[src/rtl/branch_pkg.sv]
// Shared branch encodings: func3 condition codes, instruction size and the
// resolve-unit state encoding.
package branch_pkg;

   localparam int INSN_BYTES = 4;

   localparam logic [2:0] F3_BEQ  = 3'b000;
   localparam logic [2:0] F3_BNE  = 3'b001;
   localparam logic [2:0] F3_BLT  = 3'b100;
   localparam logic [2:0] F3_BGE  = 3'b101;
   localparam logic [2:0] F3_BLTU = 3'b110;
   localparam logic [2:0] F3_BGEU = 3'b111;

   localparam logic [0:0] ST_IDLE     = 1'b0;
   localparam logic [0:0] ST_REDIRECT = 1'b1;

endpackage

[src/rtl/fast_comparator.sv]
// Branch condition evaluator for one func3 code; purely combinational,
// no handshake.
module fast_comparator
   import branch_pkg::*;
#(
   parameter int WIDTH = 32
) (
   input  logic [2:0]       func3,
   input  logic [WIDTH-1:0] a,
   input  logic [WIDTH-1:0] b,
   output logic             cond
);

   logic eq;
   logic lt_u;
   logic lt_s;

   assign eq   = (a == b);
   assign lt_u = (a < b);
   // Signed order reuses the unsigned compare unless the sign bits differ.
   assign lt_s = (a[WIDTH-1] ^ b[WIDTH-1]) ? a[WIDTH-1] : lt_u;

   always_comb begin
      cond = 1'b0;
      case (func3)
         F3_BEQ:  cond = eq;
         F3_BNE:  cond = !eq;
         F3_BLT:  cond = lt_s;
         F3_BGE:  cond = !lt_s;
         F3_BLTU: cond = lt_u;
         F3_BGEU: cond = !lt_u;
         default: cond = 1'b0;
      endcase
   end

endmodule

[src/rtl/branch_resolve_unit.sv]
// Resolves branches/jumps one cycle after accept and raises a fetch redirect on
// mispredict; in_ready stays low until the redirect is taken by fetch.
module branch_resolve_unit
   import branch_pkg::*;
#(
   parameter int WIDTH     = 32,
   parameter int CNT_WIDTH = 16
) (
   input  logic                 clk,
   input  logic                 rst_n,
   input  logic                 in_valid,
   output logic                 in_ready,
   input  logic                 is_jal,
   input  logic                 is_jalr,
   input  logic [2:0]           func3,
   input  logic [WIDTH-1:0]     data1,
   input  logic [WIDTH-1:0]     data2,
   input  logic [WIDTH-1:0]     pc,
   input  logic [WIDTH-1:0]     imm,
   input  logic                 pred_taken,
   input  logic [WIDTH-1:0]     pred_target,
   output logic                 res_valid,
   output logic                 res_taken,
   output logic [WIDTH-1:0]     res_target,
   output logic [WIDTH-1:0]     res_link,
   output logic                 redirect_valid,
   input  logic                 redirect_ready,
   output logic [WIDTH-1:0]     redirect_pc,
   output logic                 flush,
   output logic [CNT_WIDTH-1:0] branch_cnt,
   output logic [CNT_WIDTH-1:0] mispredict_cnt
);

   logic [0:0]       state;
   logic             accept;
   logic             cond;
   logic             taken;
   logic             mispredict;
   logic [WIDTH-1:0] jalr_sum;
   logic [WIDTH-1:0] target;
   logic [WIDTH-1:0] link;
   logic [WIDTH-1:0] next_pc;

   fast_comparator #(.WIDTH(WIDTH)) u_cmp (
      .func3 (func3),
      .a     (data1),
      .b     (data2),
      .cond  (cond)
   );

   assign in_ready   = (state == ST_IDLE);
   assign accept     = in_valid && in_ready;
   assign taken      = is_jal || is_jalr || cond;
   assign jalr_sum   = data1 + imm;
   assign target     = is_jalr ? {jalr_sum[WIDTH-1:1], 1'b0} : (pc + imm);
   assign link       = pc + WIDTH'(INSN_BYTES);
   assign next_pc    = taken ? target : link;
   // A not-taken prediction carries no meaningful target, so only compare it when taken.
   assign mispredict = (taken != pred_taken) || (taken && (target != pred_target));

   always_ff @(posedge clk or negedge rst_n) begin
      if (!rst_n) begin
         res_valid  <= 1'b0;
         res_taken  <= 1'b0;
         res_target <= '0;
         res_link   <= '0;
         flush      <= 1'b0;
      end else begin
         res_valid <= accept;
         flush     <= accept && mispredict;
         if (accept) begin
            res_taken  <= taken;
            res_target <= target;
            res_link   <= link;
         end
      end
   end

   always_ff @(posedge clk or negedge rst_n) begin
      if (!rst_n) begin
         state          <= ST_IDLE;
         redirect_valid <= 1'b0;
         redirect_pc    <= '0;
      end else begin
         case (state)
            ST_IDLE: begin
               if (accept && mispredict) begin
                  state          <= ST_REDIRECT;
                  redirect_valid <= 1'b1;
                  redirect_pc    <= next_pc;
               end
            end
            ST_REDIRECT: begin
               if (redirect_ready) begin
                  state          <= ST_IDLE;
                  redirect_valid <= 1'b0;
               end
            end
            default: begin
               state          <= ST_IDLE;
               redirect_valid <= 1'b0;
            end
         endcase
      end
   end

   always_ff @(posedge clk or negedge rst_n) begin
      if (!rst_n) begin
         branch_cnt     <= '0;
         mispredict_cnt <= '0;
      end else begin
         if (accept && (branch_cnt != '1))
            branch_cnt <= branch_cnt + CNT_WIDTH'(1);
         if (accept && mispredict && (mispredict_cnt != '1))
            mispredict_cnt <= mispredict_cnt + CNT_WIDTH'(1);
      end
   end

endmodule

[config.mk]
export PLATFORM = sky130hd
export DESIGN_NAME = branch_resolve_unit
export DESIGN_NICKNAME = d
export VERILOG_FILES = /design/src/rtl/branch_pkg.sv /design/src/rtl/fast_comparator.sv /design/src/rtl/branch_resolve_unit.sv
export SDC_FILE = /design/constraint.sdc
export NUM_CORES = 1
export LEC_CHECK = 0
export CORE_MARGIN = 8
export CORE_UTILIZATION = 52
export DETAILED_ROUTE_END_ITERATION = 10
export PLACE_DENSITY = 0.83
export RECOVER_POWER = 50
export SYNTH_ARGS = -nofsm -noshare
export SYNTH_HDL_FRONTEND = slang
export SYNTH_HIERARCHICAL = 1
export SYNTH_SLANG_ARGS = --single-unit
[constraint.sdc]
create_clock -name clk -period 2.72 [get_ports clk]
set_input_delay 0.408 -clock clk [delete_from_list [all_inputs] [get_ports clk]]
set_output_delay 0.408 -clock clk [all_outputs]
set_load 0.05 [all_outputs]
==> impl_metrics.env, run 1 <==
export IMPL_outcome="aborted with a tool error"
export IMPL_lastStage="global routing (5_1_grt)"
export IMPL_toolErrorMsg="[ERROR GRT-0232] Routing congestion too high. Check the congestion heatmap in the GUI."
export IMPL_synth_fp_nets=1812
export IMPL_synth_cell_types=97
export IMPL_numCtsBuffers=17
export IMPL_initial_core_util=0.523
export IMPL_yosys_warnings=6
export IMPL_synth_flop_cell="dfrtp_1"
export IMPL_avgSynthCellArea_um2=8.14
export IMPL_netlist_instances=1544
export IMPL_syn_area_um2=12600
export IMPL_cts_sinks=133
export IMPL_endpoint_type="register input"
export IMPL_num_rows=57
export IMPL_root_buffer="clkbuf_16"
export IMPL_cts_htree_levels=4
export IMPL_fp_dieH_um=171
export IMPL_grt_max_degree=69
export IMPL_synth_edff_count=0
export IMPL_dpl_hpwl_um=43400
export IMPL_ioPinCount=303
export IMPL_ys_seq_elements=133
export IMPL_grt_overflow=12
export IMPL_die_w_um=171
export IMPL_portBuffers=302
export IMPL_antenna_found_initial=19
export IMPL_crit_endpoint="redirect_pc[24]$_DFFE_PN0P_/D"
export IMPL_ys_seq_area_frac=0.265
export IMPL_clockBufferDepth=2
export IMPL_async_flop_share=1.00
export IMPL_place_congestion=0.986
export IMPL_grt_total_usage=0.730
export IMPL_dp_slack_ns=-3.36
-- cell families after synthesis --
kind of cell	after synthesis	share of synthesized area
buffers and inverters	140	0.0496
AOI/OAI and AO/OA	393	0.204
DFF	133	0.265
xor gates and xnor gates	131	0.0971
muxes	63	0.0601
and+or+nand+nor	586	0.225
adders and majority gates	98	0.0987
-- synth_stat cells, drive strengths merged (4+ instances only) --
master	number	share of area
o211ai	15	0.0090
xor2	60	0.042
nor4b	6	0.0042
a31o	5	0.0035
a211oi	15	0.010
buf	25	0.015
nand3	44	0.018
a21o	21	0.013
o21a	12	0.0072
o21ai	117	0.047
o2111ai	5	0.0035
nor4	7	0.0040
a311oi	4	0.0028
a21oi	98	0.040
dfrtp	133	0.26
mux2i	26	0.021
inv	58	0.017
a221o	4	0.0033
or2	5	0.0025
o31ai	13	0.0097
a21boi	5	0.0030
and2	11	0.0055
and3	28	0.014
o221ai	6	0.0042
nor3	36	0.015
nor3b	8	0.0048
nor2	107	0.032
clkbuf	57	0.017
o22ai	5	0.0025
and4	6	0.0042
nor2b	10	0.0050
xor3	4	0.0076
mux2	37	0.039
or4	13	0.0078
nand2	232	0.069
nand4	45	0.023
a31oi	11	0.0055
a2111oi	7	0.0054
a41oi	4	0.0028
o41ai	6	0.0042
or3	11	0.0055
ha	96	0.096
xnor2	66	0.046
o21bai	6	0.0036
nand2b	7	0.0041
-- per-stage QoR --
stage	instances	setup TNS, ns	instance area [um^2]	utilization
after floorplan	1544	-116.52	12900	-
after global placement	2563	-174.44	19500	0.813
after detailed placement	2563	-188.92	19500	0.813
after CTS	2648	-120.42	21900	0.911
-- layer usage --
layer  GRT usage  GRT overflow
met4       0.720             4
met3       0.637             1
met5       0.345             0
met1       0.705             0
met2       0.875             7
-- what timing repair did --
| action | in CTS |
|---|---|
| pin swaps | 87 |
| gates resized for setup | 602 |
| buffers inserted | 54 |
| hold endpoints to repair | 32 |
| hold buffers | 1 |
| gates cloned | 6 |
| endpoints found under the setup margin | 75 |
==> run 2, diff against run 1 <==
--- a/config.mk
+++ b/config.mk
@@ -6,9 +6,9 @@
 export NUM_CORES = 1
 export LEC_CHECK = 0
 export CORE_MARGIN = 8
-export CORE_UTILIZATION = 52
+export CORE_UTILIZATION = 40
 export DETAILED_ROUTE_END_ITERATION = 10
-export PLACE_DENSITY = 0.83
+export PLACE_DENSITY_LB_ADDON = 0.15
 export RECOVER_POWER = 50
 export SYNTH_ARGS = -nofsm -noshare
 export SYNTH_HDL_FRONTEND = slang
==> run 2 against run 1 <==
Compared with the run above: the flow now finishes, with violations (max-capacitance violations, max-slew violations, negative setup slack); synthesized cell count is the same; area after synthesis is the same.
==> impl_metrics.env, run 2 <==
export IMPL_dpl_hpwl_um=42900
export IMPL_design_area_um2=22400
export IMPL_synth_fp_nets=1812
export IMPL_die_w_um=193
export IMPL_grt_pass1_wl_um=83600
export IMPL_async_flop_share=1.00
export IMPL_avgViaCountPerCell=5.45
export IMPL_synth_top_cells_by_count="nand2_1 (231), dfrtp_1 (133), o21ai_0 (114)"
export IMPL_grt_setup_unrepaired="yes"
export IMPL_vias=15100
export IMPL_drc=0
export IMPL_clockBufferDepth=2
export IMPL_setup_viol=65
export IMPL_drive_gt1_frac=0.408
export IMPL_drt_total_wl_um=54700
export IMPL_ctsHoldBuffers=0
export IMPL_yosys_warnings=6
export IMPL_p_per_area_nw_per_um2=596
export IMPL_ioPinCount=303
export IMPL_hold_path_end="res_link[0]"
export IMPL_violations="max-capacitance violations, max-slew violations, negative setup slack"
export IMPL_dp_cells=2658
export IMPL_routedWlPerCell_um=19.8
export IMPL_numCtsBuffers=17
export IMPL_r2r_start="state"
export IMPL_cpMaxStageDelayCell="or4_4"
export IMPL_power_leakage_nw=10.2
export IMPL_nets=2614
export IMPL_final_max_slew_viol_count=144
export IMPL_cts_sinks=133
export IMPL_maxCapViolCount=3
export IMPL_area_growth_pct=78.4
export IMPL_synth_edff_count=0
export IMPL_portBuffers=302
export IMPL_whs_path_depth=4
export IMPL_grt_pass1_vias=15400
export IMPL_r2r_slack_ns=0.45
export IMPL_outcome="finished with violations"
export IMPL_vdd_drop_max_v=0.000420
export IMPL_slew_headroom=-0.149
export IMPL_path_class="input port to flop"
export IMPL_cpPeakStageDelay_ns=0.55
export IMPL_rr_worst_depth=4
export IMPL_antenna_found_initial=2
export IMPL_cts_htree_levels=4
export IMPL_synthTopCellsByArea="dfrtp_1 (26%), ha_1 (9.6%), nand2_1 (6.9%)"
export IMPL_clock_latency_ns=0.42
export IMPL_min_period_ns=4.86
export IMPL_synth_most_common_cell="nand2_1"
export IMPL_cp_data_arrival_time_ns=5.15
export IMPL_hold_class="input port to flop"
export IMPL_worstMarginPinSlew_ns=1.72
export IMPL_postRouteAntennaNets=0
export IMPL_drt_pass1_iter_count=6
export IMPL_drt_initial_drc_count=986
export IMPL_post_route_period_util=1.79
export IMPL_final_common_cell="buf_4"
export IMPL_place_congestion=0.923
export IMPL_clock_skew_ns=0.00928
export IMPL_core_um2=31200
export IMPL_ys_seq_elements=133
export IMPL_num_rows=65
export IMPL_final_cells=2762
export IMPL_crit_required_ns=3.02
export IMPL_clk_pin_slew_ns=0.05
export IMPL_final_cell_mix="buf_4 (484), nand2_1 (226), clkdlybuf4s50_1 (184)"
export IMPL_hold_viol=0
export IMPL_die_area_um2=37400
export IMPL_initial_core_util=0.403
export IMPL_cp_max_fo=6
export IMPL_syn_area_um2=12600
export IMPL_cts_tree="yes"
export IMPL_synth_top_cell_by_area="dfrtp_1"
export IMPL_cp_end_kind="flop"
export IMPL_avgSynthCellArea_um2=8.14
export IMPL_grt_overflow=0
export IMPL_netlist_instances=1544
export IMPL_synth_top_area_share=0.265
export IMPL_root_buffer="clkbuf_16"
export IMPL_max_freq_mhz=206
export IMPL_r2r_end="res_target[11]"
export IMPL_crit_chain="buf_6 > ha_4 > nand4_1 > or4_4 > or3_4 > xor2_1 > o31ai_2 > or3_4 > o22a_1 > o21ai_1 > nor4_2 > o221ai_1 > or4_1 > or4_1 > a2111o_1 > nor4_2 > and4_4 > nand2b_4 > buf_4 > buf_16 > mux2_4"
export IMPL_worst_slack_ns=-2.14
export IMPL_fp_dieH_um=193
export IMPL_synth_flop_cell="dfrtp_1"
export IMPL_grt_max_degree=72
export IMPL_synth_cell_types=97
export IMPL_cp_start_kind="input port"
export IMPL_grt_total_usage=0.275
export IMPL_fillers=2418
export IMPL_placed_area_um2=19800
export IMPL_ys_seq_area_frac=0.265
export IMPL_fin_hold_ws_ns=0.333
export IMPL_min_delay_start="pc[0]"
export IMPL_reg_top3="redirect_pc (32), res_link (32), res_target (32)"
## run 2: timing repair
item	4_1_cts	5_1_grt
hold endpoints to repair	0	0
endpoints found under the setup margin	73	71
pin swaps	81	67
gates cloned	3	0
setup buffers	39	48
resized for setup	506	209
## run 2: layout make-up
cell class	instances	area, um^2	share of cell area
Clock inverter	7	118	0.00524
Sequential cell	133	3330	0.148
Antenna cell	1	2.50	0.000112
Clock buffer	25	505	0.0225
Timing Repair Buffer	865	7340	0.327
Inverter	58	238	0.0106
Multi-Input combinational cell	1271	10400	0.464
Tap cell	402	503	0.0224
## run 2: logic make-up (layout without fill, tap and decap cells)
family          after synthesis  after routing  synth area share
xor+xnor                    131            131            0.0971
buf+inv                     140            955            0.0496
other cells                   0              1                 0
fa+ha+maj                    98             98            0.0987
flops                       133            133             0.265
compound gates              393            393             0.204
simple gates                586            586             0.225
mux                          63             63            0.0601
## run 2: worst max path at each step
stage | startpoint | endpoint | cells past startpoint
final | data1[11] | redirect_pc[21] | 21
after global placement | data2[19] | redirect_pc[4] | 21
after global routing | data1[11] | redirect_pc[23] | 21
after detailed placement | data2[22] | redirect_pc[3] | 21
after floorplan | data2[22] | redirect_pc[25] | 22
after CTS | data1[11] | redirect_pc[1] | 21
## run 2: per-stage QoR
stage,utilization,total power [W],setup TNS (ns),worst slack (ns)
after floorplan,-,0.00696,-116.52,-2.39
after global placement,0.634,0.0101,-177.92,-3.17
after detailed placement,0.634,0.0102,-182.04,-3.25
after CTS,0.694,0.0131,-109.10,-2.19
after global routing,0.718,0.0140,-123.56,-2.40
final,0.718,0.0134,-107.50,-2.14
## run 2: report_power, final
| group | total [W] | leakage [nW] | switching [W] | internal, W |
|---|---|---|---|---|
| sequential | 0.00299 | 1.63 | 0.000454 | 0.00253 |
| combinational | 0.00799 | 8.31 | 0.00455 | 0.00344 |
| clock | 0.00238 | 0.296 | 0.000822 | 0.00156 |
## run 2: routing by layer
layer / global-route usage / part of all wire
met5: 0 / 0.00016
met4: 0.0969 / 0.032
met3: 0.0377 / 0.060
met2: 0.466 / 0.48
met1: 0.355 / 0.43
## run 2: critical path, delay by kind of cell
| family | cells | cell delay, ns |
|---|---|---|
| simple gates | 10 | 2.85 |
| compound gates | 5 | 0.83 |
| buf+inv | 3 | 0.36 |
| mux | 1 | 0.30 |
| fa+ha+maj | 1 | 0.26 |
| xor+xnor | 1 | 0.15 |
(Power assumes the default switching activity.)
==> run 3, diff against run 2 <==
--- a/config.mk
+++ b/config.mk
@@ -5,11 +5,11 @@
 export SDC_FILE = /design/constraint.sdc
 export NUM_CORES = 1
 export LEC_CHECK = 0
+export CAP_MARGIN = 5
 export CORE_MARGIN = 8
 export CORE_UTILIZATION = 40
 export DETAILED_ROUTE_END_ITERATION = 10
 export PLACE_DENSITY_LB_ADDON = 0.15
-export RECOVER_POWER = 50
 export SYNTH_ARGS = -nofsm -noshare
 export SYNTH_HDL_FRONTEND = slang
 export SYNTH_HIERARCHICAL = 1
==> run 3 against run 2 <==
Compared with the run above: routed wire length grew 0.11%; sequential share of layout area about the same; the flow finishes with violations (negative hold slack, negative setup slack); cell area grew 0.17%; first-iteration DRC count shrank 1.8%; final cell count did not move; clock power hardly changed; clock skew shrank 0.0035 ns; combinational power hardly changed; critical path type unchanged; critical path depth did not move; flip-flop and latch count is the same.
==> impl_metrics.env, run 3 (synthesis results as in run 2) <==
export IMPL_place_congestion=0.923
export IMPL_drc=0
export IMPL_final_max_slew_viol_count=0
export IMPL_hold_class="input port to async pin"
export IMPL_grt_max_degree=72
export IMPL_power_leakage_nw=10.3
export IMPL_avgViaCountPerCell=5.48
export IMPL_core_um2=31200
export IMPL_cp_start_kind="input port"
export IMPL_cts_htree_levels=4
export IMPL_dp_slack_ns=-3.25
export IMPL_crit_chain="buf_6 > ha_4 > nand4_1 > or4_4 > or3_4 > xor2_1 > o31ai_2 > or3_4 > o22a_1 > o21ai_1 > nor4_2 > o221ai_1 > or4_1 > or4_1 > a2111o_1 > nor4_2 > and4_4 > nand2b_4 > buf_4 > buf_16 > mux2_4"
export IMPL_cpPeakStageDelay_ns=0.56
export IMPL_portBuffers=302
export IMPL_fin_util=0.719
export IMPL_reg_top3="redirect_pc (32), res_link (32), res_target (32)"
export IMPL_cp_end_kind="flop"
export IMPL_die_area_um2=37400
export IMPL_outcome="finished with violations"
export IMPL_fin_hold_ws_ns=-0.00657
export IMPL_cpMaxStageDelayCell="or4_4"
export IMPL_area_growth_pct=78.7
export IMPL_final_common_cell="buf_4"
export IMPL_final_cell_mix="buf_4 (489), nand2_1 (226), clkdlybuf4s50_1 (189)"
export IMPL_hold_viol=3
export IMPL_crit_family="simple AND/OR/NAND/NOR gates"
export IMPL_vdd_drop_max_v=0.000420
export IMPL_crit_required_ns=3.02
export IMPL_antenna_found_initial=2
export IMPL_drive_gt1_frac=0.409
export IMPL_routedWlPerCell_um=19.8
export IMPL_clock_latency_ns=0.42
export IMPL_maxCapViolCount=0
export IMPL_initial_core_util=0.403
export IMPL_worstMarginPinSlew_ns=0.771
export IMPL_dpl_hpwl_um=42900
export IMPL_clk_pin_slew_ns=0.05
export IMPL_grt_total_usage=0.275
export IMPL_postRouteAntennaNets=0
export IMPL_ctsHoldBuffers=0
export IMPL_grt_pass1_vias=15400
export IMPL_grt_overflow=0
export IMPL_cp_max_fo=6
export IMPL_clock_skew_ns=0.00580
export IMPL_worst_path_buf_inv=3
export IMPL_cts_tree="yes"
export IMPL_cts_sinks=133
export IMPL_grt_setup_unrepaired="yes"
export IMPL_cp_data_arrival_time_ns=5.17
export IMPL_num_rows=65
export IMPL_root_buffer="clkbuf_16"
export IMPL_post_route_period_util=1.79
export IMPL_setup_viol=63
export IMPL_ioPinCount=303
export IMPL_numCtsBuffers=17
export IMPL_drt_pass1_iter_count=5
export IMPL_slew_headroom=0.473
export IMPL_max_freq_mhz=205
export IMPL_drt_initial_drc_count=968
export IMPL_path_class="input port to flop"
export IMPL_fp_dieH_um=193
export IMPL_violations="negative hold slack, negative setup slack"
export IMPL_clockBufferDepth=2
export IMPL_vias=15100
export IMPL_p_per_area_nw_per_um2=595
export IMPL_die_w_um=193
export IMPL_drt_total_wl_um=54800
export IMPL_total_power_w=0.0134
export IMPL_nets=2614
export IMPL_min_period_ns=4.87
export IMPL_worst_slack_ns=-2.15
export IMPL_grt_pass1_wl_um=83600
run 3: cell count changes in the layout (fill, tap and decap cells not counted):
cell             previous run  this run
buf_4                     484       489
clkdlybuf4s50_1           184       189
dlygate4sd3_1               5         0
clkbuf_1                    6         3
clkbuf_2                   18        15
buf_12                      7         8
buf_2                      52        51
buf_6                      73        74
run 3: cell type report:
| cell class | instances | area [um^2] |
|---|---|---|
| sequential | 133 | 3330 |
| clock buffer | 25 | 505 |
| tap | 402 | 503 |
| clock inverter | 7 | 118 |
| multi-input combinational | 1271 | 10400 |
| timing repair buffer | 865 | 7380 |
| fill | 2411 | 8760 |
| antenna | 1 | 2.50 |
| inverter | 58 | 238 |
run 3: stage by stage:
stage | TNS [ns] | cells | area, um^2
after floorplan | -116.52 | 1544 | 12900
after global placement | -177.92 | 2658 | 19800
after detailed placement | -182.04 | 2658 | 19800
after CTS | -109.10 | 2726 | 21700
after global routing | -121.54 | 2762 | 22500
final | -107.92 | 2762 | 22500
run 3: where the power goes:
group	internal [W]	total, W	switching, W
clock	0.00156	0.00238	0.000818
sequential	0.00253	0.00299	0.000455
combinational	0.00345	0.00801	0.00456
total	0.00754	0.0134	0.00583
run 3: what timing repair did:
| action | CTS | global route |
|---|---|---|
| gates resized for setup | 506 | 209 |
| gates cloned | 3 | 0 |
| endpoints found under the setup margin | 73 | 71 |
| pin swaps | 81 | 67 |
| setup buffers | 39 | 48 |
run 3: final timing paths:
kind / startpoint / endpoint / slack (ns) / cells past startpoint
max in group asynchronous: rst_n / redirect_pc[23] / 1.99 / 2
min in group clk: pc[0] / res_link[0] / 0.34 / 4
hold reg to reg: res_target[18] / res_target[18] / 0.48 / 2
setup / recovery: data1[11] / redirect_pc[21] / -2.15 / 21
setup reg to reg: mispredict_cnt[0] / mispredict_cnt[3] / 0.53 / 9
hold / removal: rst_n / branch_cnt[9] / -0.007 / 1
run 3: layer usage:
metal  global-route usage  vias to the layer above  wire length (um)
met5                    0                        -                 9
met4               0.0969                        2              1720
met3               0.0377                       88              3320
met2                0.466                      538             26000
met1                0.355                     7269             23800
li1                     -                     7230                 -
==> run 4, diff against run 3 <==
--- a/config.mk
+++ b/config.mk
@@ -7,8 +7,9 @@
 export LEC_CHECK = 0
 export CAP_MARGIN = 5
 export CORE_MARGIN = 8
-export CORE_UTILIZATION = 40
+export CORE_UTILIZATION = 44
 export DETAILED_ROUTE_END_ITERATION = 10
+export GPL_TIMING_DRIVEN = 0
 export PLACE_DENSITY_LB_ADDON = 0.15
 export SYNTH_ARGS = -nofsm -noshare
 export SYNTH_HDL_FRONTEND = slang
==> run 4 against run 3 <==
Compared with the run above: total power fell by 6.7%; largest cell class unchanged; non-clock buffer count fell by 382; clock skew rose by 0.0057 ns; critical path depth did not move; register-to-register slack got worse by 0.23 ns; worst hold slack improved by 0.20 ns; via count fell by 7.4%; clock-buffer cell count fell by 7; global-route usage rose by 2.1 points; the run ends with negative setup slack left; setup slack got worse by 0.42 ns; sequential share of layout area rose by 2.3 points.
==> impl_metrics.env, run 4 (synthesis results as in run 2) <==
export IMPL_die_area_um2=34200
export IMPL_drt_pass1_iter_count=5
export IMPL_final_max_slew_viol_count=0
export IMPL_min_period_ns=5.30
export IMPL_clock_skew_ns=0.0115
export IMPL_grt_pass1_vias=13800
export IMPL_place_congestion=0.961
export IMPL_path_class="input port to flop"
export IMPL_drive_gt1_frac=0.285
export IMPL_grt_total_usage=0.296
export IMPL_grt_max_degree=84
export IMPL_initial_core_util=0.443
export IMPL_violations="negative setup slack"
export IMPL_p_per_area_nw_per_um2=642
export IMPL_postRouteAntennaNets=0
export IMPL_outcome="finished with violations"
export IMPL_num_rows=62
export IMPL_cp_data_arrival_time_ns=5.60
export IMPL_portBuffers=301
export IMPL_max_freq_mhz=189
export IMPL_vdd_drop_max_v=0.000455
export IMPL_slew_headroom=0.432
export IMPL_final_cell_mix="nand2_1 (222), clkdlybuf4s50_1 (191), dfrtp_1 (133)"
export IMPL_ioPinCount=303
export IMPL_grt_setup_unrepaired="yes"
export IMPL_numCtsBuffers=17
export IMPL_fp_dieH_um=185
export IMPL_grt_overflow=0
export IMPL_power_leakage_nw=8.24
export IMPL_root_buffer="clkbuf_16"
export IMPL_clk_pin_slew_ns=0.06
export IMPL_setup_viol=58
export IMPL_post_route_period_util=1.95
export IMPL_worstMarginPinSlew_ns=0.830
export IMPL_clockBufferDepth=2
export IMPL_cts_htree_levels=4
export IMPL_total_power_w=0.0125
export IMPL_crit_required_ns=3.02
export IMPL_drt_initial_drc_count=1178
export IMPL_grt_pass1_wl_um=78500
export IMPL_clock_latency_ns=0.42
export IMPL_vias=14000
export IMPL_area_growth_pct=54.5
export IMPL_drt_total_wl_um=52500
export IMPL_antenna_found_initial=5
export IMPL_drc=0
export IMPL_hold_viol=0
export IMPL_hold_class="input port to flop"
export IMPL_cts_tree="yes"
export IMPL_die_w_um=185
export IMPL_final_common_cell="nand2_1"
export IMPL_dpl_hpwl_um=40900
export IMPL_nets=2232
export IMPL_maxCapViolCount=0
export IMPL_reg_top3="redirect_pc (32), res_link (32), res_target (32)"
export IMPL_avgViaCountPerCell=5.93
export IMPL_dp_slack_ns=-4.25
export IMPL_cp_start_kind="input port"
export IMPL_routedWlPerCell_um=22.2
export IMPL_cts_sinks=133
export IMPL_cp_max_fo=6
export IMPL_cp_end_kind="flop"
export IMPL_core_um2=28400
export IMPL_worst_slack_ns=-2.58
-- run 4: area by class of cell --
type                       count  area [um^2]
tap                          384          480
fill                        2306         8970
clock inverter                14          164
antenna                        2         5.00
sequential                   133         3330
inverter                      58          238
timing repair buffer         417         3990
multi-input combinational   1271        10300
clock buffer                  18          439
buffer                        66          503
-- run 4: repair_timing --
| action | in CTS | in global routing |
|---|---|---|
| gates resized for setup | 606 | 172 |
| setup endpoints to repair | 76 | 77 |
| pin swaps | 74 | 50 |
| buffers inserted | 90 | 35 |
| gates cloned | 2 | 1 |
| hold buffers | 1 | 0 |
| hold endpoints to repair | 50 | 0 |
-- run 4: worst max-delay path: stages --
cell and delay (ns):
buf_2 0.16, ha_4 0.28, nand4_1 0.14, or4_1 0.43, or3_4 0.42, xor2_2 0.15
o31ai_2 0.17, or3_4 0.22, o22a_1 0.16, o21ai_2 0.08, nor4_4 0.21, o221ai_2 0.14
or4_4 0.43, or4_1 0.48, a2111o_1 0.38, nor4_2 0.25, and4_4 0.31, nand2b_4 0.15
buf_12 0.14, clkbuf_16 0.16, mux2_4 0.29
-- run 4: power breakdown --
part           total, W  internal [W]  switching (W)
Clock           0.00235       0.00140       0.000953
Sequential      0.00295       0.00253       0.000419
Combinational   0.00718       0.00279        0.00439
-- run 4: worst paths after layout --
kind,to,slack (ns),cells past startpoint,start
max,redirect_pc[14],-2.58,21,data1[31]
min reg2reg,res_link[1],0.48,2,res_link[1]
max in group asynchronous,res_link[31],1.45,3,rst_n
min,res_link[0],0.20,3,pc[0]
min in group asynchronous,branch_cnt[7],0.50,2,rst_n
max reg2reg,branch_cnt[11],0.30,10,branch_cnt[7]
-- run 4: metrics by stage --
step | setup TNS (ns) | cells | area (um^2) | hold WS [ns] | utilization
finish | -130.89 | 2363 | 19400 | 0.196 | 0.684
detailed placement | -247.27 | 2230 | 16400 | 0.385 | 0.579
global placement | -781.84 | 2229 | 16400 | 0.457 | 0.578
global route | -136.84 | 2363 | 19400 | 0.195 | 0.684
CTS | -128.06 | 2342 | 18800 | 0.257 | 0.662
floorplan | -116.52 | 1544 | 12900 | 0.112 | -
-- run 4: per-layer routing --
metal,vias to the layer above,track usage,share of wire
met5,-,0,0.00021
met4,2,0.116,0.039
met3,115,0.0455,0.070
met2,595,0.508,0.48
met1,6838,0.370,0.41
li1,6461,-,-
